## src/rtl/square_motion_controller.sv

```systemverilog
// rtl/square_motion_controller.sv - per-frame square position/colour scheduler for the VGA overlay
//
// Optional feature macro: SQUARE_AUTOBOUNCE_EN (released axes bounce between 0 and MAX_POS)
//
// Ports:
//   slow_clock                 pixel clock, shared with the VGA counters
//   Reset                      synchronous, active-high reset
//   iVcounter, iHcounter       VGA vertical/horizontal counters
//   iBtnUp/Down/Left/Right     raw asynchronous direction buttons
//   iBtnColor                  raw asynchronous colour-cycle button
//   oXRedCounter, oYRedCounter square offset, 0..MAX_POS
//   oColorCuadro               square RGB colour, never 3'b000
//   oFrameTick                 one-cycle pulse when a frame update starts
module square_motion_controller #(
    parameter int STEP            = 2,
    parameter int MAX_POS         = 224,
    parameter int DEBOUNCE_CYCLES = 16,
    parameter int FRAME_LINE      = 400
) (
    input  logic       slow_clock,
    input  logic       Reset,
    input  logic [9:0] iVcounter,
    input  logic [9:0] iHcounter,
    input  logic       iBtnUp,
    input  logic       iBtnDown,
    input  logic       iBtnLeft,
    input  logic       iBtnRight,
    input  logic       iBtnColor,
    output logic [7:0] oXRedCounter,
    output logic [7:0] oYRedCounter,
    output logic [2:0] oColorCuadro,
    output logic       oFrameTick
);

    localparam int BTN_UP    = 0;
    localparam int BTN_DOWN  = 1;
    localparam int BTN_LEFT  = 2;
    localparam int BTN_RIGHT = 3;
    localparam int BTN_COLOR = 4;

    localparam logic [7:0] POS_RESET     = 8'(MAX_POS / 2);
    localparam logic [7:0] MAX_POS8      = 8'(MAX_POS);
    localparam logic [8:0] MAX_POS9      = 9'(MAX_POS);
    localparam logic [8:0] STEP9         = 9'(STEP);
    localparam logic [7:0] DB_LAST       = 8'(DEBOUNCE_CYCLES - 1);
    localparam logic [9:0] FRAME_LINE10  = 10'(FRAME_LINE);
    localparam logic [2:0] COLOR_RESET   = 3'b100;

    typedef enum logic [1:0] {
        WAIT_FRAME  = 2'd0,
        APPLY_X     = 2'd1,
        APPLY_Y     = 2'd2,
        APPLY_COLOR = 2'd3
    } state_t;

    state_t          state_q, state_d;
    logic [4:0]      btn_raw;
    logic [4:0]      sync1_q, sync1_d;
    logic [4:0]      sync2_q, sync2_d;
    logic [4:0]      db_q, db_d;
    logic [4:0][7:0] db_cnt_q, db_cnt_d;
    logic [3:0]      snap_q, snap_d;
    logic [7:0]      x_q, x_d;
    logic [7:0]      y_q, y_d;
    logic [2:0]      color_q, color_d;
    logic            pending_q, pending_d;
    logic            frame_tick_q, frame_tick_d;
    logic            tick;
    logic            color_rise;
`ifdef SQUARE_AUTOBOUNCE_EN
    logic            dir_x_q, dir_x_d;
    logic            dir_y_q, dir_y_d;
`endif

    // Saturating steps are done in 9 bits so pos+STEP cannot wrap before the clamp.
    function automatic logic [7:0] pos_inc(input logic [7:0] pos);
        logic [8:0] sum;
        sum = {1'b0, pos} + STEP9;
        pos_inc = (sum > MAX_POS9) ? MAX_POS8 : sum[7:0];
    endfunction

    function automatic logic [7:0] pos_dec(input logic [7:0] pos);
        logic [8:0] diff;
        diff = {1'b0, pos} - STEP9;
        pos_dec = ({1'b0, pos} < STEP9) ? 8'd0 : diff[7:0];
    endfunction

    assign btn_raw = {iBtnColor, iBtnRight, iBtnLeft, iBtnDown, iBtnUp};

    // Two-flop synchroniser followed by a per-button stability counter.
    // The counter only runs while the synchronised sample disagrees with the
    // accepted level; a single agreeing sample restarts it.
    always_comb begin
        sync1_d  = btn_raw;
        sync2_d  = sync1_q;
        db_d     = db_q;
        db_cnt_d = db_cnt_q;
        for (int i = 0; i < 5; i++) begin
            if (sync2_q[i] == db_q[i]) begin
                db_cnt_d[i] = 8'd0;
            end else if (db_cnt_q[i] == DB_LAST) begin
                db_d[i]     = sync2_q[i];
                db_cnt_d[i] = 8'd0;
            end else begin
                db_cnt_d[i] = db_cnt_q[i] + 8'd1;
            end
        end
    end

    // Rising edge detected on the cycle the debounced level is accepted.
    assign color_rise = db_d[BTN_COLOR] & ~db_q[BTN_COLOR];

    assign tick = (iVcounter == FRAME_LINE10) && (iHcounter == 10'd0) && (state_q == WAIT_FRAME);

    always_comb begin
        state_d      = state_q;
        snap_d       = snap_q;
        x_d          = x_q;
        y_d          = y_q;
        color_d      = color_q;
        frame_tick_d = tick;
        // A new press always sets the flag; the APPLY_COLOR clear below only
        // wins when no press arrives in the same cycle.
        pending_d    = pending_q | color_rise;
`ifdef SQUARE_AUTOBOUNCE_EN
        dir_x_d      = dir_x_q;
        dir_y_d      = dir_y_q;
`endif
        case (state_q)
            WAIT_FRAME: begin
                if (tick) begin
                    snap_d  = db_q[3:0];
                    state_d = APPLY_X;
                end
            end
            APPLY_X: begin
                if (snap_q[BTN_RIGHT] && !snap_q[BTN_LEFT]) begin
                    x_d = pos_inc(x_q);
                end else if (snap_q[BTN_LEFT] && !snap_q[BTN_RIGHT]) begin
                    x_d = pos_dec(x_q);
`ifdef SQUARE_AUTOBOUNCE_EN
                end else if (!snap_q[BTN_LEFT] && !snap_q[BTN_RIGHT]) begin
                    if (dir_x_q) begin
                        x_d = pos_inc(x_q);
                        if (pos_inc(x_q) == MAX_POS8) dir_x_d = 1'b0;
                    end else begin
                        x_d = pos_dec(x_q);
                        if (pos_dec(x_q) == 8'd0) dir_x_d = 1'b1;
                    end
`endif
                end
                state_d = APPLY_Y;
            end
            APPLY_Y: begin
                if (snap_q[BTN_DOWN] && !snap_q[BTN_UP]) begin
                    y_d = pos_inc(y_q);
                end else if (snap_q[BTN_UP] && !snap_q[BTN_DOWN]) begin
                    y_d = pos_dec(y_q);
`ifdef SQUARE_AUTOBOUNCE_EN
                end else if (!snap_q[BTN_UP] && !snap_q[BTN_DOWN]) begin
                    if (dir_y_q) begin
                        y_d = pos_inc(y_q);
                        if (pos_inc(y_q) == MAX_POS8) dir_y_d = 1'b0;
                    end else begin
                        y_d = pos_dec(y_q);
                        if (pos_dec(y_q) == 8'd0) dir_y_d = 1'b1;
                    end
`endif
                end
                state_d = APPLY_COLOR;
            end
            APPLY_COLOR: begin
                if (pending_q) begin
                    // Cycle 1..7 so the square is never black.
                    color_d   = (color_q == 3'd7) ? 3'd1 : color_q + 3'd1;
                    pending_d = color_rise;
                end
                state_d = WAIT_FRAME;
            end
            default: state_d = WAIT_FRAME;
        endcase
    end

    always_ff @(posedge slow_clock) begin
        if (Reset) begin
            state_q      <= WAIT_FRAME;
            sync1_q      <= '0;
            sync2_q      <= '0;
            db_q         <= '0;
            db_cnt_q     <= '0;
            snap_q       <= '0;
            x_q          <= POS_RESET;
            y_q          <= POS_RESET;
            color_q      <= COLOR_RESET;
            pending_q    <= 1'b0;
            frame_tick_q <= 1'b0;
`ifdef SQUARE_AUTOBOUNCE_EN
            dir_x_q      <= 1'b1;
            dir_y_q      <= 1'b1;
`endif
        end else begin
            state_q      <= state_d;
            sync1_q      <= sync1_d;
            sync2_q      <= sync2_d;
            db_q         <= db_d;
            db_cnt_q     <= db_cnt_d;
            snap_q       <= snap_d;
            x_q          <= x_d;
            y_q          <= y_d;
            color_q      <= color_d;
            pending_q    <= pending_d;
            frame_tick_q <= frame_tick_d;
`ifdef SQUARE_AUTOBOUNCE_EN
            dir_x_q      <= dir_x_d;
            dir_y_q      <= dir_y_d;
`endif
        end
    end

    assign oXRedCounter = x_q;
    assign oYRedCounter = y_q;
    assign oColorCuadro = color_q;
    assign oFrameTick   = frame_tick_q;

endmodule
```

## config.mk

```make
export PLATFORM = sky130hd
export DESIGN_NAME = square_motion_controller
export DESIGN_NICKNAME = d
export VERILOG_FILES = /design/src/rtl/square_motion_controller.sv
export SDC_FILE = /design/constraint.sdc
export NUM_CORES = 1
export LEC_CHECK = 0
export ABC_AREA = 1
export BUFFER_PORTS_ARGS = -buffer_cell sky130_fd_sc_hd__buf_2
export CAP_MARGIN = 0
export CORE_ASPECT_RATIO = 1.2
export CORE_MARGIN = 2
export CORE_UTILIZATION = 30
export DETAILED_ROUTE_END_ITERATION = 6
export GPL_TIMING_DRIVEN = 0
export PLACE_DENSITY_LB_ADDON = 0.12
export SLEW_MARGIN = 20
export SYNTH_ARGS = -nofsm -noshare
export SYNTH_HDL_FRONTEND = slang
export SYNTH_SLANG_ARGS = --single-unit
```

## constraint.sdc

```tcl
create_clock -name slow_clock -period 3.4 [get_ports slow_clock]
set_clock_uncertainty 0.2 [all_clocks]
set_input_delay 0.17 -clock slow_clock [delete_from_list [all_inputs] [get_ports slow_clock]]
set_output_delay 0.17 -clock slow_clock [all_outputs]
set_load 0.05 [all_outputs]
```

[Word-level counts from Yosys, hierarchy flattened]
Cells that the tools add are included.
Operators by class
  order comparisons: 4
  $add $sub $neg: 10
  muxes and demuxes: 15
  bitwise gates (word level): 7
  reduce and logical (&&, ||, !) cells: 27
  equality and inequality tests: 16
Operator list (count)
  2-to-1 mux 8 bit: 8
  adder 8 x 1 -> 8 bit, second input constant: 5
  == test 8 x 4 -> 1 bit, second input constant: 5
  adder 8 x 2 -> 9 bit, second input constant: 2
  greater-than comparator 9 x 8 -> 1 bit, second input constant: 2
  < comparator 8 x 2 -> 1 bit, second input constant: 2
  AND reduction 2 bit: 8
  subtractor 8 x 2 -> 8 bit, second input constant: 2
  OR reduction 3 bit: 5
  == test 10 x 9 -> 1 bit, second input constant: 1
  zero test 10 bit: 1
  case mux 2 bit (4 select lines): 1
  logical AND 1 bit: 6
  == test 1 bit: 5
  inverter 1 bit: 5
  == test 2 bit, second input constant: 2
  zero test 1 bit: 4
  2-to-1 mux 1 bit: 4
  nonzero test 2 bit: 2
  adder 3 x 1 -> 3 bit, second input constant: 1
  == test 3 bit, second input constant: 1
  2-to-1 mux 3 bit: 1
  == test 2 x 1 -> 1 bit, second input constant: 1
  zero test 2 bit: 1
  4 further kinds: 4
Word-level totals
  logic and storage cells: 98
  flip-flop bits (word level): 82
  output and inout port bits: 20
  input bits: 27

[Logic depth before layout (Yosys ltp)]
Gate-level depths: netlist of run 1.
  depth in word-level cells: 7
  depth in mapped cells: 12
  mapped depth without buffers: 12

[Worst setup path before layout of run 1]
No wires, ideal clock.
  path type: register to register
  start: reg x_q[2], in the netlist oXRedCounter[2]
  end: reg x_q[1], in the netlist oXRedCounter[1]
  path buffers: 0
  data arrival time: 1.720 ns
  period minus slack after synthesis: 2.050 ns
  path slack: 1.350 ns
  library setup time: 0.131 ns
  stages on the path, launching flop included: 11
  cell sequence: dfxtp_1 -> ha_1 -> nand3_1 -> o21bai_1 -> nand2_1 -> nor2_1 -> nand2_2 -> nand2_1 -> nand2_1 -> nand2_1 -> a21oi_2
Between the ends
  word-level cells in the longest chain between the ends: 4
  elaborated cells on any way between the ends: 7
  those cells by class: add/sub (1); order compare (2); mux (4)
RTL lines
  start: declaration: line 63  | logic [7:0] x_q, x_d;
  start signal: assignment: line 192  | x_q <= POS_RESET;
  start signal: assignment: line 208  | x_q <= x_d;
  adder 8 x 2 -> 9 bit / < comparator 8 x 2 -> 1 bit (equally long branches): line 78, 85
  greater-than comparator 9 x 8 -> 1 bit / 2-to-1 mux 8 bit (equally long branches): line 79, 85
  2-to-1 mux 8 bit (on tied branches): line 79, 139
  2-to-1 mux 8 bit (*): line 137  | if (snap_q[BTN_RIGHT] && !snap_q[BTN_LEFT]) begin
Every way passes the cells marked *; elsewhere a longest branch is shown, timed or not. The select of a mux whose other input is x is not followed.
A chain may end at the register's enable or synchronous reset.

[Final worst setup path of run 1]
  start: reg snap_q[0]
  end: reg y_q[7], in the netlist oYRedCounter[7]
Between the ends
  word-level cells in the longest chain between the ends: 4
  elaborated cells on any way between the ends: 6
  those cells by class: mux (1); reduce/logical (5)
RTL lines
  start: declaration: line 62  | logic [3:0] snap_q, snap_d;
  start signal: assignment: line 207  | snap_q <= snap_d;
  zero test 1 bit: line 155  | if (snap_q[BTN_DOWN] && !snap_q[BTN_UP]) begin
  logical AND 1 bit: line 155
  nonzero test 2 bit (no line)
  AND reduction 2 bit (no line)
  end signal: assignment: line 209  | y_q <= y_d;
  end: declaration: line 64  | logic [7:0] y_q, y_d;
Parallel ways exist; a longest one is shown, timed or not.

==> results.yml, run 1 <==
run:
  max_cap_violations: 0
power:
  p_int_mw: 1.61
  swShare: 0.236
  clkPwrFrac: 0.475
  ir_drop_mv: 0.207
  p_sw_uw: 496
  powerDensity_mw_per_mm2: 437
  combPwrFrac: 0.065
  seqPwrFrac: 0.461
  p_leak_nw: 2.04
synthesis:
  synth_flop_cell: "dfxtp_1"
  synth_area_per_cell_um2: 7.18
  yosys-top-cells-count: "96 x nor2_1, 80 x dfxtp_1, 79 x inv_1, 75 x nand2_1, 34 x a21oi_1"
  yosysMostFrequentCell: "nor2_1"
  ys_seq_area_frac: 0.398
  synth_warnings: 0
  synth-async-reset-ratio: 0
  syn_area_mm2: 0.00402
  yosys.area.top_type: "dfxtp_1"
  synth_cell_types: 33
  synth-edff-count: 0
  synth-seq-cells: 80
  yosys-top-cells-area: "dfxtp_1 40%, nor2_1 9.0%, inv_1 7.4%, nand2_1 7.0%, ha_1 5.6%"
  synthCells: 560
  synth_top_area_frac: 0.398
timing:
  period_minus_slack_ns: 1.98
  setup_violations: 0
  finalMaxSlewViolations: 0
  slew_headroom: 0.546
  timing.fmax_mhz: 506
  worst_pin_slew_ns: 0.677
  whs_ns: 0.00110
  post-route-period-util: 0.582
  rsz0062_at_grt: "no"
  tns_ns: 0
  hold_viol: 0
placement:
  portBuffers: 44
  gp_congestion: 0.809
  place_hpwl_mm: 6.36
clocking:
  clkTransAtPathRegs_ns: 0.06
  clockBufferDepth: 2
  numCtsBuffers: 9
  cts_tree: "built"
  post_cts_buffers: 0
  htree_levels: 3
  cts_sinks: 80
  root_buffer: "clkbuf_16"
  clock_latency_ns: 0.33
grt:
  grtUsageTotal: 0.126
  grt_max_degree: 16
  antenna_found_initial: 0
  grt_pass1_wl_mm: 14.4
  overflow: 0
  grt_pass1_vias: 3375
setup_path:
  cp_common_cell: "inv_1"
  cp-end-kind: "register"
  startpoint_type: "register"
  rr_worst_depth: 8
  r2r-end: "oYRedCounter[7]"
  critPathArrivalTime_ns: 2.01
  worstPathCellList: "inv_1 > ha_1 > nor2_1 > inv_1 > a21oi_1 > o21ai_1 > nand2_1 > inv_1"
  cp-endpoint: "oYRedCounter[7]"
  reg2reg_setup_slack_ns: 1.42
  setup.worst_path.start: "snap_q[0]"
  path_class: "register to register"
  required_ns: 3.43
  path_max_fanout: 10
  r2r_start: "snap_q[0]"
  cpPeakStageDelay_ns: 0.46
  critPathSlowestCell: "nor2_1"
final_layout:
  drive_above_1_share: 0.145
  fin_nets: 666
  diodes: 0
  area_growth_pct: 19.8
die:
  num_io_pins: 47
  die-area_mm2: 0.0144
  die_height_um: 131
  core_area_mm2: 0.0132
  start_util: 0.305
  rows: 46
  die_x_um: 110
detailed_routing:
  num_vias: 3563
  first_pass_iters: 4
  wl_per_cell_um: 10.6
  drt_iter0_drc: 110
  route.detailed.drc: 0
  wirelength_mm: 8.39
  ant_nets: 0
  routed_via_density: 4.49
status:
  status: "complete, no violations"
worst_hold_path:
  hold_path_class: "input port to register"
  min_from: "Reset"
==> logic make-up (layout without fill, tap and decap cells) <==
kind of cell | after synthesis | count (layout) | share of synthesized area
DFF | 80 | 80 | 0.398
and+or+nand+nor | 263 | 263 | 0.297
adders and majority gates | 18 | 18 | 0.0560
AOI/OAI and AO/OA | 80 | 80 | 0.105
buffers and inverters | 96 | 161 | 0.0952
other | 1 | 2 | 0.000933
xor gates and xnor gates | 22 | 22 | 0.0479
==> worst max-delay path, delay by kind of cell (launching register included) <==
kind                       cells  cell delay, ns
and+or+nand+nor                2            0.52
DFF                            1            0.33
buffers and inverters          3            0.30
adders and majority gates      1            0.27
AOI/OAI and AO/OA              2            0.25
==> metrics by stage <==
step	cell area, um2	cells	power (mW)	worst slack (ns)	utilization
6_report	4820	794	2.10	1.42	0.366
2_1_floorplan	4030	561	1.08	1.35	-
5_1_grt	4820	794	2.20	1.15	0.366
4_1_cts	4820	794	2.14	1.38	0.366
3_3_place_gp	4460	773	1.12	1.41	0.338
3_5_place_dp	4460	773	1.12	1.38	0.338
==> worst min-delay path by stage <==
stage                            endpoint  slack (ns)  cells past startpoint
after floorplan                sync1_q[0]        0.08                      2
after global placement         sync1_q[4]        0.17                      3
after detailed placement       sync1_q[4]        0.18                      3
after CTS                 oXRedCounter[7]        0.01                      4
after global routing      oXRedCounter[7]        0.06                      4
final                     oXRedCounter[7]       0.001                      4
==> repair_timing <==
item	4_1_cts	5_1_grt
gates resized for setup	0	0
hold endpoints to repair	5	0
hold buffers	5	0
endpoints found under the setup margin	0	0
==> power by group through the flow <==
| stage | Sequential [mW] | Clock (mW) | Combinational [mW] |
|---|---|---|---|
| final | 0.969 | 0.999 | 0.136 |
| after global routing | 0.971 | 1.07 | 0.161 |
| after CTS | 0.969 | 1.04 | 0.139 |
| after detailed placement | 0.990 | 0 | 0.134 |
| after global placement | 0.989 | 0 | 0.129 |
| after floorplan | 0.987 | 0 | 0.0922 |
==> per-layer routing <==
| metal | track usage | wire, um | up-vias | share of wire |
|---|---|---|---|---|
| li1 | - | - | 1915 | - |
| met1 | 0.151 | 4010 | 1582 | 0.48 |
| met2 | 0.220 | 3980 | 58 | 0.47 |
| met3 | 0.0293 | 302 | 8 | 0.036 |
| met4 | 0.0402 | 96 | 0 | 0.011 |
| met5 | 0 | 0 | - | 0 |
==> layout make-up <==
type	instances	area [um2]
clock inverter	6	73.8
buffer	10	60.1
clock buffer	10	239
timing repair buffer	49	270
inverter	86	323
sequential	80	1600
tap	168	210
fill	1407	8360
multi-input combinational	385	2040
==> state kept, by name, indices dropped and copies added (netlist names) <==
register	cells
db_cnt_q	40
oXRedCounter	7
oYRedCounter	7
db_q	5
sync1_q	5
sync2_q	5
snap_q	4
oColorCuadro	3
state_q	2
oFrameTick	1
pending_q	1
==> layout by cell type, fill, tap and decap left out, drive strengths merged, types with 2 or more instances in the layout <==
cell         instances
a31oi                3
buf                 51
clkbuf              13
nand3b               2
dlygate4sd3          5
nand2               83
nand4               14
nor4                 2
nand3               36
nor3b               10
xor2                19
o21bai               3
a21oi               35
xnor2                3
o21ai               37
dfxtp               80
inv                 88
conb                 2
nor3                15
o211ai               2
clkinvlp             2
nor2               100
ha                  18
No activity file was read; power rests on OpenSTA's default activity.
==> inputs of run 2 (changes only) <==
Settings changed: ABC_AREA 1 to 0.
Clock period 3.4 ns to 1.75 ns, I/O delays scaled along.
==> results.yml, run 2 <==
status:
  status: "finished, violations left"
  violations: "setup timing"
detailed_routing:
  num_vias: 3391
  drt_iter0_drc: 77
  wirelength_mm: 8.98
  ant_nets: 0
  wl_per_cell_um: 12.7
  route.detailed.drc: 0
  routed_via_density: 4.79
  first_pass_iters: 4
clocking:
  cts_sinks: 80
  clkTransAtPathRegs_ns: 0.06
  clock_latency_ns: 0.33
  root_buffer: "clkbuf_16"
  numCtsBuffers: 9
  clockBufferDepth: 2
  htree_levels: 3
  cts_tree: "built"
power:
  swShare: 0.219
  p_int_mw: 3.21
  p_sw_uw: 901
  ir_drop_mv: 0.357
  clkPwrFrac: 0.493
  seqPwrFrac: 0.453
  p_leak_nw: 1.94
  combPwrFrac: 0.054
  powerDensity_mw_per_mm2: 781
  p_total_mw: 4.11
synthesis:
  yosysMostFrequentCell: "dfxtp_1"
  synth_cell_types: 54
  yosys-top-cells-area: "dfxtp_1 40%, nor2_1 7.1%, ha_1 5.7%, xnor2_1 4.9%, xor2_1 4.0%"
  synth-async-reset-ratio: 0
  yosys-top-cells-count: "80 x dfxtp_1, 75 x nor2_1, 26 x nand2_1, 22 x xnor2_1"
  syn_area_mm2: 0.00397
  synth_warnings: 0
  ys_seq_area_frac: 0.404
  yosys.area.top_type: "dfxtp_1"
  synth_flop_cell: "dfxtp_1"
  synthCells: 461
  synth_top_area_frac: 0.404
  synth-edff-count: 0
  synth-seq-cells: 80
  synth_area_per_cell_um2: 8.60
final_layout:
  largest_reg_flops: 40
  final_common_cell: "nor2_1"
  diodes: 0
  fin_area_mm2: 0.00526
  area_growth_pct: 32.6
  postLayoutCoreUtil: 0.403
  drive_above_1_share: 0.289
  fin_nets: 580
  top_register: "db_cnt_q"
  final_cell_mix: "70 x nor2_1, 63 x dfxtp_1, 43 x buf_2"
placement:
  gp_congestion: 0.834
  dpl-instance-area_mm2: 0.00451
  portBuffers: 43
  place_hpwl_mm: 6.25
setup_path:
  worstPathCellList: "ha_4 > nor3_2 > a31oi_1 > o31a_1 > a221oi_4 > a311oi_1 > nor2_1"
  cpPeakStageDelay_ns: 0.37
  setup.worst_path.start: "oXRedCounter[1]"
  critPathSlowestCell: "dfxtp_4"
  required_ns: 1.81
  r2r_start: "oXRedCounter[1]"
  reg2reg_setup_slack_ns: -0.13
  critPathArrivalTime_ns: 1.94
  path_max_fanout: 6
  cp-end-kind: "register"
  startpoint_type: "register"
  path_class: "register to register"
worst_hold_path:
  min_from: "iHcounter[9]"
  hold_path_class: "input port to register"
die:
  core_area_mm2: 0.0131
  die-area_mm2: 0.0142
  rows: 46
  num_io_pins: 47
  start_util: 0.304
  die_x_um: 109
  die_height_um: 130
timing:
  slew_headroom: 0.537
  timing.fmax_mhz: 533
  finalMaxSlewViolations: 0
  setup_violations: 10
  worst_pin_slew_ns: 0.695
  rsz0062_at_grt: "yes"
  post-route-period-util: 1.07
  period_minus_slack_ns: 1.88
  setup_slack_ns: -0.127
  hold_viol: 0
  whs_ns: 0.0579
  tns_ns: -0.731
grt:
  grt_pass1_wl_mm: 15.6
  grtUsageTotal: 0.138
  grt_pass1_vias: 3373
  antenna_found_initial: 0
  overflow: 0
  grt_max_degree: 14
run:
  max_cap_violations: 0
run 2: cell types whose count changed after synthesis, moves of 9 or more:
cell / delta
nor3_1: -9
nor2_1: -21
o21ai_1: -10
a21oi_1: -14
clkbuf_1: +14
nor2b_1: +17
nand2_1: -49
mux2i_1: +12
xnor2_1: +19
o21ai_0: -9
inv_1: -59
nand3_1: -13
run 2: cell type report:
class                      instances  area [um2]
clock inverter                     4        48.8
sequential                        80        1640
timing repair buffer              70         457
tap                              168         210
fill                            1295        7800
inverter                          20        77.6
multi-input combinational        337        2430
buffer                            17         118
clock buffer                      12         278
run 2: power by group through the flow:
stage          Sequential [mW]  Clock (mW)  Combinational [mW]
3_3_place_gp              1.90           0               0.211
4_1_cts                   1.86        2.09               0.228
3_5_place_dp              1.90           0               0.215
2_1_floorplan             1.89           0               0.142
6_report                  1.86        2.02               0.222
5_1_grt                   1.86        2.16               0.254
run 2: worst max-delay path, delay by kind of cell, from the launching register on:
kind	cells	cell delay (ns)
simple gates	2	0.21
compound gates	4	0.82
flops	1	0.37
fa+ha+maj	1	0.19
run 2: metrics by stage:
step	cells	setup WS [ns]
after floorplan	462	-0.141
after global placement	673	-0.226
after detailed placement	673	-0.253
after CTS	707	-0.182
after global routing	708	-0.238
final	708	-0.127
run 2: final timing paths:
check                          to  cells past startpoint
hold / removal         state_q[0]                      5
hold reg to reg        sync2_q[4]                      1
setup / recovery  oXRedCounter[3]                      7
setup reg to reg  oXRedCounter[3]                      7
run 2: kinds of logic (layout without fill, tap and decap cells):
kind of cell    Yosys count  in the layout  share of synthesized area
fa+ha+maj                18             18                     0.0568
xor+xnor                 40             40                     0.0883
flops                    80             80                      0.404
simple gates            191            191                      0.243
other cells               1              2                   0.000945
mux                      12             12                     0.0303
buf+inv                  45            123                     0.0527
compound gates           74             74                      0.124
run 2: repair_timing:
action,CTS,global route
hold buffers,8,0
setup buffers,15,4
pin swaps,32,17
resized for setup,36,31
endpoints found under the setup margin,54,39
hold endpoints to repair,6,0
run 2: metal layers:
layer | wire length, um | vias up | global-route usage
met5 | 0 | - | 0
met4 | 133 | 0 | 0.0460
met3 | 218 | 12 | 0.0320
met2 | 4600 | 36 | 0.254
met1 | 4030 | 1601 | 0.156
li1 | - | 1742 | -
==> inputs of run 3 (changes only) <==
Settings changed: RECOVER_POWER set to 100.
==> results.yml, run 3 (synthesized netlist as in run 2, its figures left out) <==
die:
  die-area_mm2: 0.0142
  die_x_um: 109
  num_io_pins: 47
  rows: 46
  die_height_um: 130
  core_area_mm2: 0.0131
  start_util: 0.304
power:
  powerDensity_mw_per_mm2: 783
  ir_drop_mv: 0.357
  p_total_mw: 4.11
  p_leak_nw: 1.91
timing:
  setup_slack_ns: -0.127
  hold_viol: 0
  slew_headroom: 0.529
  post-route-period-util: 1.07
  setup_violations: 10
  worst_pin_slew_ns: 0.706
  period_minus_slack_ns: 1.88
  finalMaxSlewViolations: 0
  timing.fmax_mhz: 533
  rsz0062_at_grt: "yes"
grt:
  grt_max_degree: 14
  antenna_found_initial: 0
  grtUsageTotal: 0.138
  grt_pass1_vias: 3373
  grt_pass1_wl_mm: 15.6
  overflow: 0
placement:
  pre_cts_slack_ns: -0.253
  dp.cells: 673
  place_hpwl_mm: 6.25
  portBuffers: 43
  gp_congestion: 0.834
setup_path:
  critPathSlowestCell: "dfxtp_4"
  critical_path_buf_inv_count: 0
  crit_family: "compound AO/OA/AOI/OAI gates"
  required_ns: 1.81
  path_max_fanout: 6
  cpPeakStageDelay_ns: 0.37
  startpoint_type: "register"
  path_class: "register to register"
  worstPathCellList: "ha_4 > nor3_2 > a31oi_1 > o31a_1 > a221oi_4 > a311oi_1 > nor2_1"
  cp-end-kind: "register"
  reg2reg_setup_slack_ns: -0.13
  critPathArrivalTime_ns: 1.94
clocking:
  clockBufferDepth: 2
  root_buffer: "clkbuf_16"
  numCtsBuffers: 9
  cts_tree: "built"
  clkTransAtPathRegs_ns: 0.06
  clock_latency_ns: 0.33
  htree_levels: 3
  cts_sinks: 80
final_layout:
  multiInputGateArea_mm2: 0.00243
  area_growth_pct: 32.2
  largest_reg_flops: 40
  fill_cells: 1294
  top_register: "db_cnt_q"
  drive_above_1_share: 0.267
  fin_cells: 708
  fin_nets: 580
  final_cell_mix: "70 x nor2_1, 63 x dfxtp_1, 31 x buf_2"
  final_common_cell: "nor2_1"
  diodes: 0
  ff_latch_area_mm2: 0.00164
detailed_routing:
  num_vias: 3384
  wl_per_cell_um: 12.7
  routed_via_density: 4.78
  ant_nets: 0
  drt_iter0_drc: 75
  wirelength_mm: 8.99
  first_pass_iters: 4
  route.detailed.drc: 0
status:
  violations: "setup timing"
  status: "finished, violations left"
worst_hold_path:
  hold_path_class: "input port to register"
run:
  max_cap_violations: 0
==> run 3: metal layers <==
metal,vias to the layer above,share of wire,GRT usage
met5,-,0,0
met4,0,0.015,0.0460
met1,1597,0.45,0.156
met3,12,0.025,0.0320
met2,36,0.51,0.254
li1,1739,-,-
==> run 3: tightest hold or removal path, stage by stage <==
cell      delay, ns
buf_2          0.08
or4_4          0.11
o31ai_1        0.12
nor2_1         0.10
a211oi_1       0.05
==> run 3: repair_timing <==
action                     in CTS  in global routing
buffers inserted               15                  4
setup endpoints to repair      54                 39
gates resized for setup        36                 31
pin swaps                      32                 17
hold endpoints to repair        6                  0
hold buffers                    8                  0
==> run 3: final cells by class <==
| class | count | share of cell area |
|---|---|---|
| flip-flops and latches | 80 | 0.313 |
| multi-input cells | 337 | 0.463 |
| clock inverters | 4 | 0.00930 |
| clock buffers | 12 | 0.0530 |
| plain buffers | 17 | 0.0224 |
| well taps | 168 | 0.0401 |
| inverters | 20 | 0.0148 |
| repair buffers | 70 | 0.0842 |
==> run 3: power breakdown <==
| part | switching [mW] | total [mW] | internal [mW] |
|---|---|---|---|
| Combinational | 0.124 | 0.223 | 0.0984 |
| Clock | 0.756 | 2.02 | 1.27 |
| Sequential | 0.0208 | 1.86 | 1.84 |
==> run 3: per-stage QoR <==
step                cell area, um2  utilization  hold WS (ns)  setup TNS [ns]
floorplan                     4090            -        0.0157          -0.539
global placement              4510        0.345         0.108           -6.65
detailed placement            4510        0.345         0.104           -7.60
CTS                           5130        0.393        0.0535           -1.25
global route                  5250        0.401         0.123           -2.38
finish                        5250        0.401        0.0578          -0.752
==> run 3: final timing paths <==
check                  startpoint  cells after the start               to
hold reg to reg        sync1_q[4]                      1       sync2_q[4]
setup reg to reg  oXRedCounter[1]                      7  oXRedCounter[3]
setup / recovery  oXRedCounter[1]                      7  oXRedCounter[3]
hold / removal       iHcounter[9]                      5       state_q[0]
